$ cat src/rtl/centroid_track_pkg.sv
// Shared types and widths for the centroid tracker.
//   track_state_t : tracker state encoding (LOST=0, ACQUIRE=1, TRACK=2, COAST=3)
//   X_W / Y_W     : centroid coordinate widths
//   CNT_W         : width of the hit and miss frame counters
package centroid_track_pkg;

    localparam int X_W   = 11;
    localparam int Y_W   = 10;
    localparam int CNT_W = 4;

    typedef enum logic [1:0] {
        ST_LOST    = 2'd0,
        ST_ACQUIRE = 2'd1,
        ST_TRACK   = 2'd2,
        ST_COAST   = 2'd3
    } track_state_t;

endpackage

$ cat src/rtl/centroid_tracker_ema_axis.sv
// ema_axis: one axis of the centroid smoother.
// Holds an unsigned W+F bit accumulator with F fractional bits, which is
// either seeded to the sample, moved 2^-F of the way towards it, or held.
// Optional macro: CENTROID_JUMP_REJECT_EN compiles in the |sample - pos|
// comparator; without it near_out is tied high.
// Ports:
//   clk_in     pixel clock
//   rst_in     asynchronous active-high reset (clears the accumulator)
//   sample_in  new coordinate
//   seed_in    load accumulator with sample_in << F
//   update_in  apply one EMA step towards sample_in
//   pos_out    accumulator >> F (truncated)
//   near_out   sample lies within MAX_JUMP of pos_out
module ema_axis #(
    parameter int W = 11,
    parameter int F = 2
`ifdef CENTROID_JUMP_REJECT_EN
    , parameter int MAX_JUMP = 64
`endif
) (
    input  logic         clk_in,
    input  logic         rst_in,
    input  logic [W-1:0] sample_in,
    input  logic         seed_in,
    input  logic         update_in,
    output logic [W-1:0] pos_out,
    output logic         near_out
);

    localparam int AW = W + F;

    logic        [AW-1:0] acc;
    logic        [AW-1:0] target;
    logic signed [AW:0]   diff;
    logic signed [AW-1:0] step;

    assign target = AW'(sample_in) << F;
    assign diff   = $signed({1'b0, target}) - $signed({1'b0, acc});
    // The shifted difference always fits back into AW bits; adding it
    // modulo 2^AW gives the exact new accumulator.
    assign step   = AW'(diff >>> F);

    always_ff @(posedge clk_in or posedge rst_in) begin
        if (rst_in) begin
            acc <= '0;
        end else if (seed_in) begin
            acc <= target;
        end else if (update_in) begin
            acc <= acc + $unsigned(step);
        end
    end

    assign pos_out = acc[AW-1:F];

`ifdef CENTROID_JUMP_REJECT_EN
    logic [W-1:0] dist;
    assign dist     = (sample_in >= pos_out) ? (sample_in - pos_out) : (pos_out - sample_in);
    assign near_out = (32'(dist) <= 32'(MAX_JUMP));
`else
    assign near_out = 1'b1;
`endif

endmodule

$ cat src/rtl/centroid_tracker.sv
// centroid_tracker: temporal smoothing and gating of the per-frame centroid.
// EMA filter per axis (ema_axis), multi-frame acquisition, coasting across
// dropped frames. Optional macro CENTROID_JUMP_REJECT_EN enables per-axis
// jump rejection against MAX_JUMP.
// Ports:
//   clk_in        pixel clock
//   rst_in        asynchronous active-high reset (deassertion synchronised here)
//   x_in, y_in    centroid sample
//   valid_in      single-cycle sample strobe (at most one per frame)
//   frame_in      single-cycle end-of-frame pulse
//   x_out, y_out  filtered position (held in COAST/LOST)
//   valid_out     one-cycle strobe when the filtered position was updated
//   tracking_out  high in TRACK or COAST
//   state_out     current track_state_t encoding
module centroid_tracker
    import centroid_track_pkg::*;
#(
    parameter int ALPHA_SHIFT  = 2,
    parameter int ACQ_FRAMES   = 3,
    parameter int COAST_FRAMES = 8,
    parameter int MAX_JUMP     = 64
) (
    input  logic           clk_in,
    input  logic           rst_in,
    input  logic [X_W-1:0] x_in,
    input  logic [Y_W-1:0] y_in,
    input  logic           valid_in,
    input  logic           frame_in,
    output logic [X_W-1:0] x_out,
    output logic [Y_W-1:0] y_out,
    output logic           valid_out,
    output logic           tracking_out,
    output logic [1:0]     state_out
);

    if (ALPHA_SHIFT < 1 || ALPHA_SHIFT > 4) begin : g_bad_alpha
        $error("centroid_tracker: ALPHA_SHIFT out of range 1..4");
    end
    if (ACQ_FRAMES < 1 || ACQ_FRAMES > 15) begin : g_bad_acq
        $error("centroid_tracker: ACQ_FRAMES out of range 1..15");
    end
    if (COAST_FRAMES < 1 || COAST_FRAMES > 15) begin : g_bad_coast
        $error("centroid_tracker: COAST_FRAMES out of range 1..15");
    end
    if (MAX_JUMP < 0) begin : g_bad_jump
        $error("centroid_tracker: MAX_JUMP must be non-negative");
    end

    localparam logic [CNT_W-1:0] ACQ_N   = CNT_W'(ACQ_FRAMES);
    localparam logic [CNT_W-1:0] COAST_N = CNT_W'(COAST_FRAMES);

    // Reset asserts immediately, releases two clocks after rst_in falls.
    logic [1:0] rst_pipe;
    logic       rst;

    always_ff @(posedge clk_in or posedge rst_in) begin
        if (rst_in) begin
            rst_pipe <= '1;
        end else begin
            rst_pipe <= {rst_pipe[0], 1'b0};
        end
    end
    assign rst = rst_pipe[1];

    track_state_t     state;
    logic [CNT_W-1:0] hit_cnt;
    logic [CNT_W-1:0] miss_cnt;
    logic [CNT_W-1:0] hit_nxt;
    logic [CNT_W-1:0] miss_nxt;
    logic             seen;
    logic             near_x;
    logic             near_y;
    logic             accept;
    logic             seed;
    logic             update;

    assign hit_nxt  = hit_cnt + 1'b1;
    assign miss_nxt = miss_cnt + 1'b1;

    // LOST takes every sample; elsewhere a sample must be near on both axes.
    // A rejected sample in ACQUIRE reseeds instead of updating.
    assign accept = valid_in && ((state == ST_LOST) || (near_x && near_y));
    assign seed   = valid_in && ((state == ST_LOST) || (state == ST_ACQUIRE && !accept));
    assign update = accept && (state != ST_LOST);

    ema_axis #(
        .W(X_W),
        .F(ALPHA_SHIFT)
`ifdef CENTROID_JUMP_REJECT_EN
        , .MAX_JUMP(MAX_JUMP)
`endif
    ) u_ema_x (
        .clk_in    (clk_in),
        .rst_in    (rst),
        .sample_in (x_in),
        .seed_in   (seed),
        .update_in (update),
        .pos_out   (x_out),
        .near_out  (near_x)
    );

    ema_axis #(
        .W(Y_W),
        .F(ALPHA_SHIFT)
`ifdef CENTROID_JUMP_REJECT_EN
        , .MAX_JUMP(MAX_JUMP)
`endif
    ) u_ema_y (
        .clk_in    (clk_in),
        .rst_in    (rst),
        .sample_in (y_in),
        .seed_in   (seed),
        .update_in (update),
        .pos_out   (y_out),
        .near_out  (near_y)
    );

    // A sample coinciding with frame_in belongs to the ending frame: every
    // frame check below tests !seen only when no sample was taken this cycle.
    always_ff @(posedge clk_in or posedge rst) begin
        if (rst) begin
            state        <= ST_LOST;
            hit_cnt      <= '0;
            miss_cnt     <= '0;
            seen         <= 1'b0;
            valid_out    <= 1'b0;
            tracking_out <= 1'b0;
        end else begin
            valid_out <= 1'b0;
            seen      <= frame_in ? 1'b0 : (seen | accept | seed);
            unique case (state)
                ST_LOST: begin
                    if (valid_in) begin
                        hit_cnt  <= CNT_W'(1);
                        miss_cnt <= '0;
                        if (ACQ_N == CNT_W'(1)) begin
                            state        <= ST_TRACK;
                            valid_out    <= 1'b1;
                            tracking_out <= 1'b1;
                        end else begin
                            state <= ST_ACQUIRE;
                        end
                    end
                end
                ST_ACQUIRE: begin
                    if (accept) begin
                        hit_cnt <= hit_nxt;
                        if (hit_nxt >= ACQ_N) begin
                            state        <= ST_TRACK;
                            valid_out    <= 1'b1;
                            tracking_out <= 1'b1;
                        end
                    end else if (valid_in) begin
                        hit_cnt <= CNT_W'(1);
                    end else if (frame_in && !seen) begin
                        state <= ST_LOST;
                    end
                end
                ST_TRACK: begin
                    if (accept) begin
                        valid_out <= 1'b1;
                        miss_cnt  <= '0;
                    end else if (frame_in && !seen) begin
                        miss_cnt <= CNT_W'(1);
                        state    <= ST_COAST;
                    end
                end
                ST_COAST: begin
                    if (accept) begin
                        valid_out <= 1'b1;
                        miss_cnt  <= '0;
                        state     <= ST_TRACK;
                    end else if (frame_in && !seen) begin
                        miss_cnt <= miss_nxt;
                        if (miss_nxt >= COAST_N) begin
                            state        <= ST_LOST;
                            tracking_out <= 1'b0;
                        end
                    end
                end
                default: state <= ST_LOST;
            endcase
        end
    end

    assign state_out = state;

endmodule

$ cat config.mk
export PLATFORM = sky130hd
export DESIGN_NAME = centroid_tracker
export DESIGN_NICKNAME = d
export VERILOG_FILES = /design/src/rtl/centroid_track_pkg.sv /design/src/rtl/centroid_tracker_ema_axis.sv /design/src/rtl/centroid_tracker.sv
export SDC_FILE = /design/constraint.sdc
export NUM_CORES = 1
export LEC_CHECK = 0
export CORE_MARGIN = 10
export CORE_UTILIZATION = 57
export DETAILED_ROUTE_END_ITERATION = 16
export PLACE_DENSITY = 0.82
export SYNTH_ARGS = -nofsm -noshare
export SYNTH_HDL_FRONTEND = slang
export SYNTH_SLANG_ARGS = --single-unit
$ cat constraint.sdc
create_clock -name clk_in -period 1.63 [get_ports clk_in]
set_input_delay 0.4075 -clock clk_in [delete_from_list [all_inputs] [get_ports clk_in]]
set_output_delay 0.4075 -clock clk_in [all_outputs]
set_load 0.05 [all_outputs]
==> reports/metrics.csv, run 1 <==
stage,metric,value,unit
clock_network,number of H-tree branching levels,2,
synth,combined area of all synthesized cells,3965,um2
synth,main flop type after synthesis,dfrtp_1,
synth,mean cell area of the mapped netlist,8.092,um2
global_routing,maximum number of pins on one net before global-route repair,29,
synth,synth warn,0,
timing,worst-path endpoint after global-route repair_timing,u_ema_x.acc[12]$_DFFE_PP0P_/D,
synth,Cell variety after synth,55,
clock_network,number of sinks driven by the clock tree,40,
floorplan,number of core rows,30,
synth,number of instances in the synthesized netlist,490,
outcome,run status,aborted with a tool error,
floorplan,width of the chip,103.4,um
clock_network,Longest Clk Path Bufs,2,
synth,synthesized netlist net count,570,
floorplan,Die Y,103.4,um
outcome,Fail Step,global routing (5_1_grt),
placed_design,count of buffers inserted at the top-level ports,49,
floorplan,initial core utilization,58.36,%
timing,category of the worst endpoint,register input,
synth,proportion of netlist area held by the largest area contributor,23.98,%
synth,synth top area cells,"dfrtp_1, ha_1, o21ai_0",
placed_design,Placer Congestion,0.9546,
synth,share of synthesized area occupied by flip-flops and latches,25.31,%
synth,async set-or-reset flop fraction in the synthesized netlist,100.0,%
floorplan,num ports,50,
clock_network,Clk Tree Root Cell,clkbuf_8,
synth,post-synth top area cell,dfrtp_1,
placed_design,HPWL after detailed placement,9.987,mm
outcome,error text reported by the tool,"[ERROR DPL-0038] Utilization greater than 100%, impossible to legalize",
synth,count of flip-flops with a built-in enable after synthesis,0,
synth,total of flip-flops plus latches after synthesis,40,
clock_network,total CTS buffers,5,
[kinds of logic after synthesis]
logic type	after synthesis	synth area share [%]
compound gates	150	23.89
simple gates	136	15.94
buf+inv	72	8.962
fa+ha+maj	55	17.73
flops	40	25.31
xor+xnor	33	7.289
mux	3	0.7889
other cells	1	0.09458
[cells in the mapped netlist, types with 2 or more instances]
cell	count
a21oi_1	34
inv_1	39
or3_1	3
nand4_1	2
o21a_1	10
buf_4	22
clkbuf_1	9
and4_1	2
and3_1	2
nor2b_1	6
o22ai_1	4
o31ai_1	2
nand3_1	14
and2_1	3
nand3b_1	2
a31oi_1	4
a21o_1	11
a41oi_1	2
nor3_1	8
xor2_1	19
fa_1	2
o21ai_0	52
a211oi_1	10
nand2_1	49
o211ai_1	4
nor2_1	35
dfstp_2	2
mux2i_1	2
xnor2_1	14
ha_1	53
dfrtp_1	38
a22o_1	2
buf_2	2
o21bai_1	2
nand2b_1	5
[stage by stage]
stage / TNS, ps / instances / utilization [%] / area (um2) / worst slack (ps)
2_1_floorplan: -21390 / 490 / - / 4210 / -1490
4_1_cts: -27670 / 763 / 93.74 / 6369 / -1644
3_3_place_gp: -39020 / 737 / 86.26 / 5861 / -2034
3_5_place_dp: -41900 / 737 / 86.26 / 5861 / -2212
[timing repair]
item,CTS
setup buffers,20
gates resized for setup,82
pin swaps,70
endpoints found under the setup margin,33
hold buffers,0
==> run 2: changes to the inputs <==
Settings changed: CORE_UTILIZATION 57 to 40, PLACE_DENSITY 0.82 to unset, PLACE_DENSITY_LB_ADDON set to 0.15.
==> run 2 against run 1 <==
  * The flow now finishes, with violations (setup timing)
  * Area after synthesis stayed put
  * Synthesized cell count is the same
==> reports/metrics.csv, run 2 <==
stage,metric,value,unit
synth,synth warn,0,
setup_path,maximum fanout along the worst path,4,
placed_design,count of buffers inserted at the top-level ports,49,
synth,mean cell area of the mapped netlist,8.092,um2
clock_network,Longest Clk Path Bufs,2,
floorplan,width of the chip,119.6,um
setup_path,setup slack on the worst flop-to-flop path,-1700,ps
finish,top register by number of flip-flops,u_ema_x.acc,
synth,proportion of netlist area held by the largest area contributor,23.98,%
floorplan,num ports,50,
synth,library cell with the highest instance count after synthesis,ha_1,
global_routing,remaining global-route overflow,0,
timing,transition time at the pin with the least slew margin,513.8,ps
finish,utilization after layout,69.96,%
synth,share of synthesized area occupied by flip-flops and latches,25.31,%
finish,number of flip-flops under the largest register name,13,
clock_network,number of H-tree branching levels,2,
setup_path,critical-path cell with the highest stage delay,dfrtp_1,
synth,total of flip-flops plus latches after synthesis,40,
clock_network,total CTS buffers,5,
hold_path,path type of the worst min-delay path,reg -> async,
detailed_routing,number of vias after detailed routing,4212,
setup_path,CP Capture Type,flip-flop,
synth,main flop type after synthesis,dfrtp_1,
setup_path,reg-to-reg startpoint,u_ema_x.acc[5],
outcome,failing checks,setup timing,
finish,"commonest cells after routing, fill and taps aside","buf_4, nand2_1, dfrtp_1",
detailed_routing,met2 WL,6.560,mm
finish,number of non-filler instances in the completed layout,808,
timing,final slew viol count,0,
synth,most frequent cells after synthesis,"ha_1, o21ai_0, nand2_1, inv_1, dfrtp_1",
floorplan,overall die area,14290,um2
outcome,run status,"complete, but fails checks",
finish,antenna diode count,0,
clock_network,clock-pin slew on the worst setup and hold paths,100,ps
detailed_routing,routed length per instance,15.56,um
detailed_routing,drt drc,0,
floorplan,Die Y,119.6,um
synth,synth top area cells,"dfrtp_1, ha_1, o21ai_0",
setup_path,kind of critical path,reg -> reg,
detailed_routing,Final ANT Viol Nets,0,
synth,synthesized netlist net count,570,
detailed_routing,mean number of vias per cell,5.213,
placed_design,Post-Place Setup Slack,-2244,ps
detailed_routing,initial detailed-routing violation count,231,
timing,worst slew margin relative to its limit,65.71,%
timing,setup repair after global routing missed its margin,yes,
job,MaxCap Viol Count,0,
setup_path,Reg-to-Reg End,u_ema_x.acc[12],
timing,Setup WS post-layout,-1697,ps
detailed_routing,Pre-Repair DR Iteration Count,4,
synth,post-synth top area cell,dfrtp_1,
detailed_routing,highest signal layer in the routed design,met4,
finish,layout net count,754,
finish,fraction of final layout cells with drive strength greater than 1,48.15,%
synth,Cell variety after synth,55,
clock_network,number of sinks driven by the clock tree,40,
global_routing,number of antenna violations at the first check in global routing,0,
synth,async set-or-reset flop fraction in the synthesized netlist,100.0,%
placed_design,HPWL after detailed placement,8.819,mm
synth,number of instances in the synthesized netlist,490,
finish,registers with the highest flip-flop counts,"u_ema_x.acc (13), u_ema_y.acc (12)",
floorplan,number of core rows,36,
detailed_routing,routed length on met1,5.308,mm
global_routing,wire length of the first global-routing pass,19.83,mm
timing,endpoints failing hold,0,
setup_path,CP Data Required Time,1830,ps
setup_path,"slowest stage delay, CP",410,ps
global_routing,global-route total usage across every layer,16.25,%
setup_path,crit start category,flip-flop,
setup_path,worst setup path startpoint,u_ema_x.acc[5],
clock_network,number of buffers inserted for hold repair after clock tree synthesis,0,
timing,minimum clock period after layout,3327,ps
setup_path,"Cell Chain, Critical Path",inv_2 -> ha_4 -> a211oi_2 -> nor2_1 -> or3_1 -> o221ai_2 -> nand2b_1 -> a21oi_2 -> xnor2_1 -> ha_1 -> buf_4 -> nand2_2 -> o21ai_2 -> a211oi_2 -> a31oi_4 -> nand2_1 -> mux2_2 -> nand2_1,
synth,count of flip-flops with a built-in enable after synthesis,0,
floorplan,Floorplan Core Area,9729,um2
global_routing,maximum number of pins on one net before global-route repair,26,
clock_network,Clk Tree Root Cell,clkbuf_8,
setup_path,worst-case reg-to-reg path depth,18,
clock_network,Worst-Skew Late Latency,310,ps
floorplan,initial core utilization,40.75,%
detailed_routing,met3 wirelength from detailed routing,492,um
placed_design,Placer Congestion,0.9267,
setup_path,endpoint arrival time on the critical path,3520,ps
timing,period utilisation layout,204.1,%
finish,"leading cell type in the layout, fill and taps excluded",buf_4,
timing,skew final,12.40,ps
timing,Peak Freq,300.5,MHz
timing,count of final setup violators,25,
clock_network,clock tree from TritonCTS,built,
detailed_routing,WL final,12.57,mm
synth,combined area of all synthesized cells,3965,um2
global_routing,number of global-route vias before repair,4283,
placed_design,post-placement cell count,775,
finish,Area Growth Syn to Fin,71.66,%
run 2: cell counts after synthesis:
Identical to the previous run, type by type.
run 2: area by class of cell:
cell class              instances  area [um2]
multi-input cells             378        3363
fillers                       737        2923
repair buffers                210        2028
flip-flops and latches         40        1006
well taps                     133       166.4
inverters                      39       148.9
clock buffers                   7       86.33
clock inverters                 1       7.507
run 2: logic make-up (layout without fill, tap and decap cells):
family                     after synthesis  in the layout  synth area share [%]
muxes                                    3              3                0.7889
AOI/OAI and AO/OA                      150            150                 23.89
buffers and inverters                   72            257                 8.962
and+or+nand+nor                        136            136                 15.94
adders and majority gates               55             55                 17.73
other                                    1              1               0.09458
DFF                                     40             40                 25.31
xor gates and xnor gates                33             33                 7.289
run 2: metrics by stage:
step | hold slack (ps) | instance area (um2) | setup TNS, ps
6_report | 283.8 | 6807 | -28290
5_1_grt | 313.4 | 6807 | -31940
4_1_cts | 305.1 | 6357 | -28240
3_5_place_dp | 295.9 | 5927 | -41060
3_3_place_gp | 295.0 | 5927 | -39480
2_1_floorplan | 319.0 | 4210 | -21390
run 2: how the worst max path moves through the flow:
stage,cells after the start,endpoint
2_1_floorplan,17,u_ema_x.acc[12]
3_3_place_gp,18,u_ema_x.acc[12]
3_5_place_dp,18,u_ema_x.acc[12]
4_1_cts,18,u_ema_x.acc[12]
5_1_grt,17,u_ema_x.acc[12]
6_report,18,u_ema_x.acc[12]
run 2: per-layer routing:
layer	vias to the layer above	track usage, %
met4	0	4.977
met1	2027	18.99
li1	2075	-
met2	93	29.61
met3	17	2.672
met5	-	0
run 2: timing repair:
action,4_1_cts,5_1_grt
hold endpoints to repair,0,0
setup endpoints to repair,31,35
setup buffers,23,14
cloned,0,0
pin swaps,47,86
resized for setup,67,86
run 2: worst max-delay path, delay by kind of cell (launching register included):
family	cells	cell delay (ps)
AO/OA/AOI/OAI	6	1040
XOR/XNOR	1	140
adder cells (fa/ha/maj)	2	470
flip-flops	1	410
AND/OR/NAND/NOR	6	760
multiplexers	1	140
buffers and inverters	2	250
Power of run 2 is left out: the tool's default activity adds up to more than one toggle a clock period on the data nets, which glitch-free logic cannot reach.
==> run 3: changes to the inputs <==
Settings changed: HOLD_SLACK_MARGIN set to 0.03, SETUP_SLACK_MARGIN set to 0.02, SLEW_MARGIN set to 5.
==> run 3 against run 2 <==
  * The run still ends with setup timing left
  * Clock skew rose by 2.3 ps
  * Flip-flop and latch count did not move
  * Routed wire length fell by 3.6%
  * Register-to-register slack got worse by 20 ps
  * Fmax fell by 0.53%
  * Hold slack improved by 77 ps
  * Via count fell by 0.50%
  * Critical path depth fell by 1
  * Global-route usage rose by 0.098 points
  * Die area did not move
==> reports/metrics.csv, run 3 (synthesis gave the netlist of run 2 again) <==
stage,metric,value,unit
outcome,run status,"complete, but fails checks",
outcome,failing checks,setup timing,
detailed_routing,drt drc,0,
global_routing,number of antenna violations at the first check in global routing,0,
setup_path,CP Capture Type,flip-flop,
clock_network,total CTS buffers,5,
setup_path,crit start category,flip-flop,
setup_path,Reg-to-Reg End,u_ema_x.acc[12],
finish,number of flip-flops under the largest register name,13,
floorplan,initial core utilization,40.75,%
detailed_routing,Pre-Repair DR Iteration Count,4,
global_routing,remaining global-route overflow,0,
floorplan,Floorplan Core Area,9729,um2
global_routing,global-route total usage across every layer,16.35,%
setup_path,worst-case reg-to-reg path depth,17,
floorplan,width of the chip,119.6,um
finish,registers with the highest flip-flop counts,"u_ema_x.acc (13), u_ema_y.acc (12)",
global_routing,number of global-route vias before repair,4415,
hold_path,path type of the worst min-delay path,reg -> reg,
timing,final slew viol count,0,
floorplan,num ports,50,
finish,"commonest cells after routing, fill and taps aside","buf_4, nand2_1, dfrtp_1",
detailed_routing,routed length per instance,14.91,um
finish,"leading cell type in the layout, fill and taps excluded",buf_4,
timing,skew final,14.71,ps
clock_network,number of sinks driven by the clock tree,40,
timing,Peak Freq,298.9,MHz
timing,period utilisation layout,205.2,%
setup_path,kind of critical path,reg -> reg,
global_routing,maximum number of pins on one net before global-route repair,39,
setup_path,maximum fanout along the worst path,5,
setup_path,worst setup path startpoint,u_ema_x.acc[3],
floorplan,Die Y,119.6,um
floorplan,overall die area,14290,um2
setup_path,CP Data Required Time,1890,ps
detailed_routing,WL final,12.12,mm
floorplan,number of core rows,36,
placed_design,count of buffers inserted at the top-level ports,49,
timing,worst slew margin relative to its limit,63.70,%
detailed_routing,initial detailed-routing violation count,133,
job,MaxCap Viol Count,0,
clock_network,clock tree from TritonCTS,built,
placed_design,Placer Congestion,0.8672,
setup_path,reg-to-reg startpoint,u_ema_x.acc[3],
detailed_routing,mean number of vias per cell,5.155,
detailed_routing,number of vias after detailed routing,4191,
timing,Setup WS post-layout,-1715,ps
timing,endpoints failing hold,0,
clock_network,number of H-tree branching levels,2,
finish,filler cell count,793,
clock_network,Worst-Skew Late Latency,310,ps
timing,setup total negative slack,-28400,ps
placed_design,HPWL after detailed placement,8.967,mm
clock_network,Clk Tree Root Cell,clkbuf_8,
clock_network,clock-pin slew on the worst setup and hold paths,100,ps
detailed_routing,Final ANT Viol Nets,0,
finish,layout net count,759,
finish,antenna diode count,0,
placed_design,Post-Place Setup Slack,-2162,ps
global_routing,wire length of the first global-routing pass,20.00,mm
setup_path,endpoint arrival time on the critical path,3600,ps
timing,count of final setup violators,25,
setup_path,capture point of the worst path,u_ema_x.acc[12],
clock_network,number of buffers inserted for hold repair after clock tree synthesis,0,
finish,fraction of final layout cells with drive strength greater than 1,48.09,%
clock_network,Longest Clk Path Bufs,2,
finish,Area Growth Syn to Fin,70.24,%
setup_path,setup slack on the worst flop-to-flop path,-1720,ps
finish,top register by number of flip-flops,u_ema_x.acc,
timing,setup repair after global routing missed its margin,yes,
timing,minimum clock period after layout,3345,ps
timing,transition time at the pin with the least slew margin,544.4,ps
## run 3: cell count changes in the layout (fill, tap and decap cells not counted), sizes merged
cell          previous run  this run
clkbuf                   7         5
bufinv                   0         1
buf                    187       192
dlygate4sd2              8         9
clkinvlp                 1         2
dlymetal6s2s             1         0
## run 3: repair_timing
item / in CTS / in global routing
endpoints found under the setup margin: 28 / 31
resized for setup: 65 / 65
pin swaps: 65 / 46
buffers inserted: 11 / 19
gates cloned: 0 / 0
## run 3: final cells by class
type	count	area [um2]	area share, %
multi-input cells	378	3279	48.58
well taps	133	166.4	2.465
clock buffers	5	68.82	1.019
clock inverters	3	46.29	0.6858
inverters	39	152.6	2.261
repair buffers	215	2031	30.08
flip-flops and latches	40	1006	14.90
## run 3: per-layer routing
layer  GRT usage, %  share of wire [%]
met3          3.000                3.0
met5              0                  0
met2          30.71                 53
met1          18.68                 42
met4          3.620                1.5
## run 3: through the flow
| step | util, % | std cells | hold slack [ps] | instance area (um2) |
|---|---|---|---|---|
| 2_1_floorplan | - | 490 | 319.0 | 4210 |
| 3_3_place_gp | 61.02 | 778 | 346.6 | 5937 |
| 3_5_place_dp | 61.02 | 778 | 349.5 | 5937 |
| 4_1_cts | 65.05 | 797 | 362.9 | 6329 |
| 5_1_grt | 69.38 | 813 | 364.7 | 6750 |
| 6_report | 69.38 | 813 | 360.7 | 6750 |
## run 3: critical path, cell delays in order, from the launching register on
cell      delay (ps)
dfrtp_1          400
inv_2             80
ha_4             210
buf_6            120
a21oi_4          160
a21boi_2          90
and4_4           160
or3_4            350
a21oi_2          150
xnor2_1          140
ha_2             340
a21oi_2          190
o21ai_0          120
a211oi_2         290
a31oi_4          140
nor3_1           190
mux2i_1           90
nand2_1           60
## run 3: worst min-delay path by stage
| stage | start | endpoint | slack (ps) | cells after the start |
|---|---|---|---|---|
| 2_1_floorplan | rst_in | rst_pipe[0] | 320 | 1 |
| 3_3_place_gp | rst_pipe[0] | rst_pipe[1] | 350 | 0 |
| 3_5_place_dp | rst_pipe[0] | rst_pipe[1] | 350 | 0 |
| 4_1_cts | rst_pipe[0] | rst_pipe[1] | 360 | 0 |
| 5_1_grt | rst_pipe[0] | rst_pipe[1] | 360 | 0 |
| 6_report | rst_pipe[0] | rst_pipe[1] | 360 | 0 |
Power of run 3 is left out for the same reason.
==> run 4: changes to the inputs <==
Settings changed: ABC_AREA set to 1.
==> run 4 against run 3 <==
  * The run still ends with setup timing left
  * Hold slack better by 1.2 ps
  * Utilization is 6.2 points higher
  * Worst setup slack better by 620 ps
  * Die area is 5.8% higher
  * Count of clock-buffer cells in the layout stayed put
  * Sequential share of layout area is 2.0 points lower
  * Cell area is 16% higher
  * Area after synthesis is 7.0% higher
  * Fmax is 23% higher
  * Via count is 17% higher
  * Synthesized cell count is 23% higher
==> reports/metrics.csv, run 4 <==
stage,metric,value,unit
outcome,run status,"complete, but fails checks",
outcome,failing checks,setup timing,
timing,Peak Freq,366.7,MHz
placed_design,count of buffers inserted at the top-level ports,49,
placed_design,Placer Congestion,0.9469,
synth,post-synth top area cell,dfrtp_1,
detailed_routing,number of vias after detailed routing,4898,
finish,"leading cell type in the layout, fill and taps excluded",buf_4,
clock_network,total CTS buffers,5,
placed_design,HPWL after detailed placement,10.11,mm
timing,minimum clock period after layout,2727,ps
finish,"commonest cells after routing, fill and taps aside","buf_4, nand2_1, inv_1",
global_routing,maximum number of pins on one net before global-route repair,39,
setup_path,kind of critical path,reg -> reg,
finish,top register by number of flip-flops,u_ema_x.acc,
placed_design,post-placement cell count,897,
clock_network,Clk Tree Root Cell,clkbuf_8,
detailed_routing,routed length per instance,16.54,um
clock_network,number of buffers inserted for hold repair after clock tree synthesis,0,
finish,number of non-filler instances in the completed layout,944,
floorplan,Die Y,123.0,um
finish,Area Growth Syn to Fin,83.89,%
detailed_routing,WL final,15.61,mm
hold_path,number of stages on the worst hold path,0,
setup_path,crit start category,flip-flop,
setup_path,Reg-to-Reg End,u_ema_x.acc[12],
synth,post-synthesis simple-gate area fraction,24.99,%
detailed_routing,initial detailed-routing violation count,301,
synth,most frequent cells after synthesis,"nand2_1, inv_1, ha_1, a21oi_1, nor2_1",
finish,registers with the highest flip-flop counts,"u_ema_x.acc (13), u_ema_y.acc (12)",
global_routing,number of global-route vias before repair,4772,
timing,endpoints failing hold,0,
finish,fraction of final layout cells with drive strength greater than 1,54.46,%
synth,main flop type after synthesis,dfrtp_1,
finish,layout net count,887,
timing,setup repair after global routing missed its margin,yes,
finish,filler cell count,652,
setup_path,reg-to-reg startpoint,u_ema_x.acc[4],
synth,share of synthesized area occupied by flip-flops and latches,23.66,%
timing,final slew viol count,0,
timing,count of final setup violators,25,
clock_network,number of sinks driven by the clock tree,40,
synth,synth top area cells,"dfrtp_1, ha_1, nand2_1",
floorplan,overall die area,15120,um2
hold_path,Hold EP,rst_pipe[1],
setup_path,setup slack on the worst flop-to-flop path,-1100,ps
setup_path,"Cell Chain, Critical Path",inv_2 -> ha_4 -> nand2_2 -> nand2_2 -> nor2_4 -> nand2_4 -> a21oi_2 -> inv_1 -> a31oi_2 -> xor2_1 -> ha_1 -> a21o_1 -> a21boi_1 -> nand3_1 -> inv_1 -> nand3_2 -> nand3_2 -> a21oi_2,
setup_path,CP Capture Type,flip-flop,
synth,mux cell area share after synthesis,0,%
finish,number of flip-flops under the largest register name,13,
detailed_routing,drt drc,0,
timing,period utilisation layout,167.3,%
setup_path,worst-case reg-to-reg path depth,18,
synth,synthesized netlist net count,683,
finish,utilization after layout,75.55,%
setup_path,endpoint arrival time on the critical path,2940,ps
clock_network,clock-pin slew on the worst setup and hold paths,100,ps
finish,antenna diode count,0,
synth,total of flip-flops plus latches after synthesis,40,
floorplan,number of core rows,37,
floorplan,num ports,50,
global_routing,global-route total usage across every layer,17.84,%
setup_path,CP Data Required Time,1850,ps
synth,number of instances in the synthesized netlist,603,
detailed_routing,Final ANT Viol Nets,0,
clock_network,number of H-tree branching levels,2,
clock_network,clock tree from TritonCTS,built,
synth,combined area of all synthesized cells,4242,um2
global_routing,number of antenna violations at the first check in global routing,0,
timing,transition time at the pin with the least slew margin,560.7,ps
finish,FF+latch area,1006,um2
timing,setup total negative slack,-19480,ps
synth,async set-or-reset flop fraction in the synthesized netlist,100.0,%
hold_path,startpoint of the tightest hold check path,rst_pipe[0],
hold_path,path type of the worst min-delay path,reg -> reg,
clock_network,Longest Clk Path Bufs,2,
synth,proportion of netlist area held by the largest area contributor,22.42,%
synth,post-synthesis share of cell area spent on xor and xnor gates,5.575,%
timing,Setup WS post-layout,-1097,ps
setup_path,maximum fanout along the worst path,4,
job,MaxCap Viol Count,0,
setup_path,logic depth of the worst setup path including buffers,18,
detailed_routing,mean number of vias per cell,5.189,
synth,synth warn,0,
synth,library cell with the highest instance count after synthesis,nand2_1,
setup_path,Worst path top cell family by delay,compound AO/OA/AOI/OAI gates,
floorplan,initial core utilization,41.09,%
global_routing,remaining global-route overflow,0,
synth,count of flip-flops with a built-in enable after synthesis,0,
clock_network,Worst-Skew Late Latency,320,ps
synth,mean cell area of the mapped netlist,7.034,um2
setup_path,critical-path cell with the highest stage delay,dfrtp_1,
finish,area used by multi-input combinational logic,4034,um2
floorplan,width of the chip,123.0,um
timing,worst slew margin relative to its limit,62.62,%
detailed_routing,Pre-Repair DR Iteration Count,6,
setup_path,"slowest stage delay, CP",390,ps
setup_path,worst setup path startpoint,u_ema_x.acc[4],
synth,area share of fa/ha/maj cells after synthesis,16.58,%
synth,Cell variety after synth,41,
setup_path,Buffers & Inverters on Critical Path,3,
global_routing,wire length of the first global-routing pass,22.16,mm
timing,skew final,11.01,ps
floorplan,Floorplan Core Area,10320,um2
synth,dominant combinational cell family by area after synthesis,simple AND/OR/NAND/NOR gates,
synth,Synth Area in Compound Gates,17.29,%
-- run 4: cell types whose count changed after synthesis, moves of 9 or more --
cell / delta
o21ai_0: -22
inv_1: +44
a21oi_1: +10
o21a_1: -10
nand3_1: +26
nand2_1: +93
nor2_1: +9
-- run 4: logic make-up after synthesis --
group                    Yosys count
other                              1
AO/OA/AOI/OAI                    120
flip-flops                        40
adder cells (fa/ha/maj)           55
AND/OR/NAND/NOR                  248
XOR/XNOR                          27
buffers and inverters            112
-- run 4: per-layer routing --
layer | vias up | share of wire, % | global-route usage (%)
li1 | 2383 | - | -
met1 | 2378 | 40 | 20.44
met2 | 108 | 54 | 33.17
met3 | 29 | 4.2 | 2.735
met4 | 0 | 2.2 | 5.604
met5 | - | 0 | 0
-- run 4: how the worst max path moves through the flow --
stage	end	slack, ps
after global routing	u_ema_x.acc[10]	-1310
after global placement	u_ema_x.acc[12]	-1480
after floorplan	u_ema_x.acc[12]	-840
after CTS	u_ema_x.acc[12]	-980
final	u_ema_x.acc[12]	-1100
after detailed placement	u_ema_x.acc[12]	-1550
-- run 4: cell type report --
type / count / area share (%)
Sequential cell: 40 / 12.90
Multi-Input combinational cell: 451 / 51.72
Timing Repair Buffer: 223 / 27.54
Clock inverter: 3 / 0.6096
Inverter: 86 / 4.171
Clock buffer: 5 / 0.8823
Tap cell: 136 / 2.182
-- run 4: what timing repair did --
item,4_1_cts,5_1_grt
pin swaps,72,105
resized for setup,103,153
setup buffers,26,27
setup endpoints to repair,24,28
endpoints found under the hold margin,0,0
-- run 4: worst register-to-register path, cell delays in order (launching register included) --
cell,delay [ps]
dfrtp_1,390
inv_2,80
ha_4,210
nand2_2,70
nand2_2,60
nor2_4,140
nand2_4,80
a21oi_2,170
inv_1,70
a31oi_2,150
xor2_1,170
ha_1,300
a21o_1,190
a21boi_1,140
nand3_1,130
inv_1,90
nand3_2,80
nand3_2,70
a21oi_2,50
-- run 4: metrics by stage --
| stage | setup WS [ps] | instance area (um2) | hold WS (ps) |
|---|---|---|---|
| detailed placement | -1548 | 6282 | 351.7 |
| floorplan | -839.5 | 4512 | 319.0 |
| global placement | -1476 | 6282 | 348.0 |
| CTS | -982.5 | 6978 | 366.1 |
| global route | -1310 | 7800 | 372.8 |
| finish | -1097 | 7800 | 362.0 |
Power of run 4 is left out for the same reason.
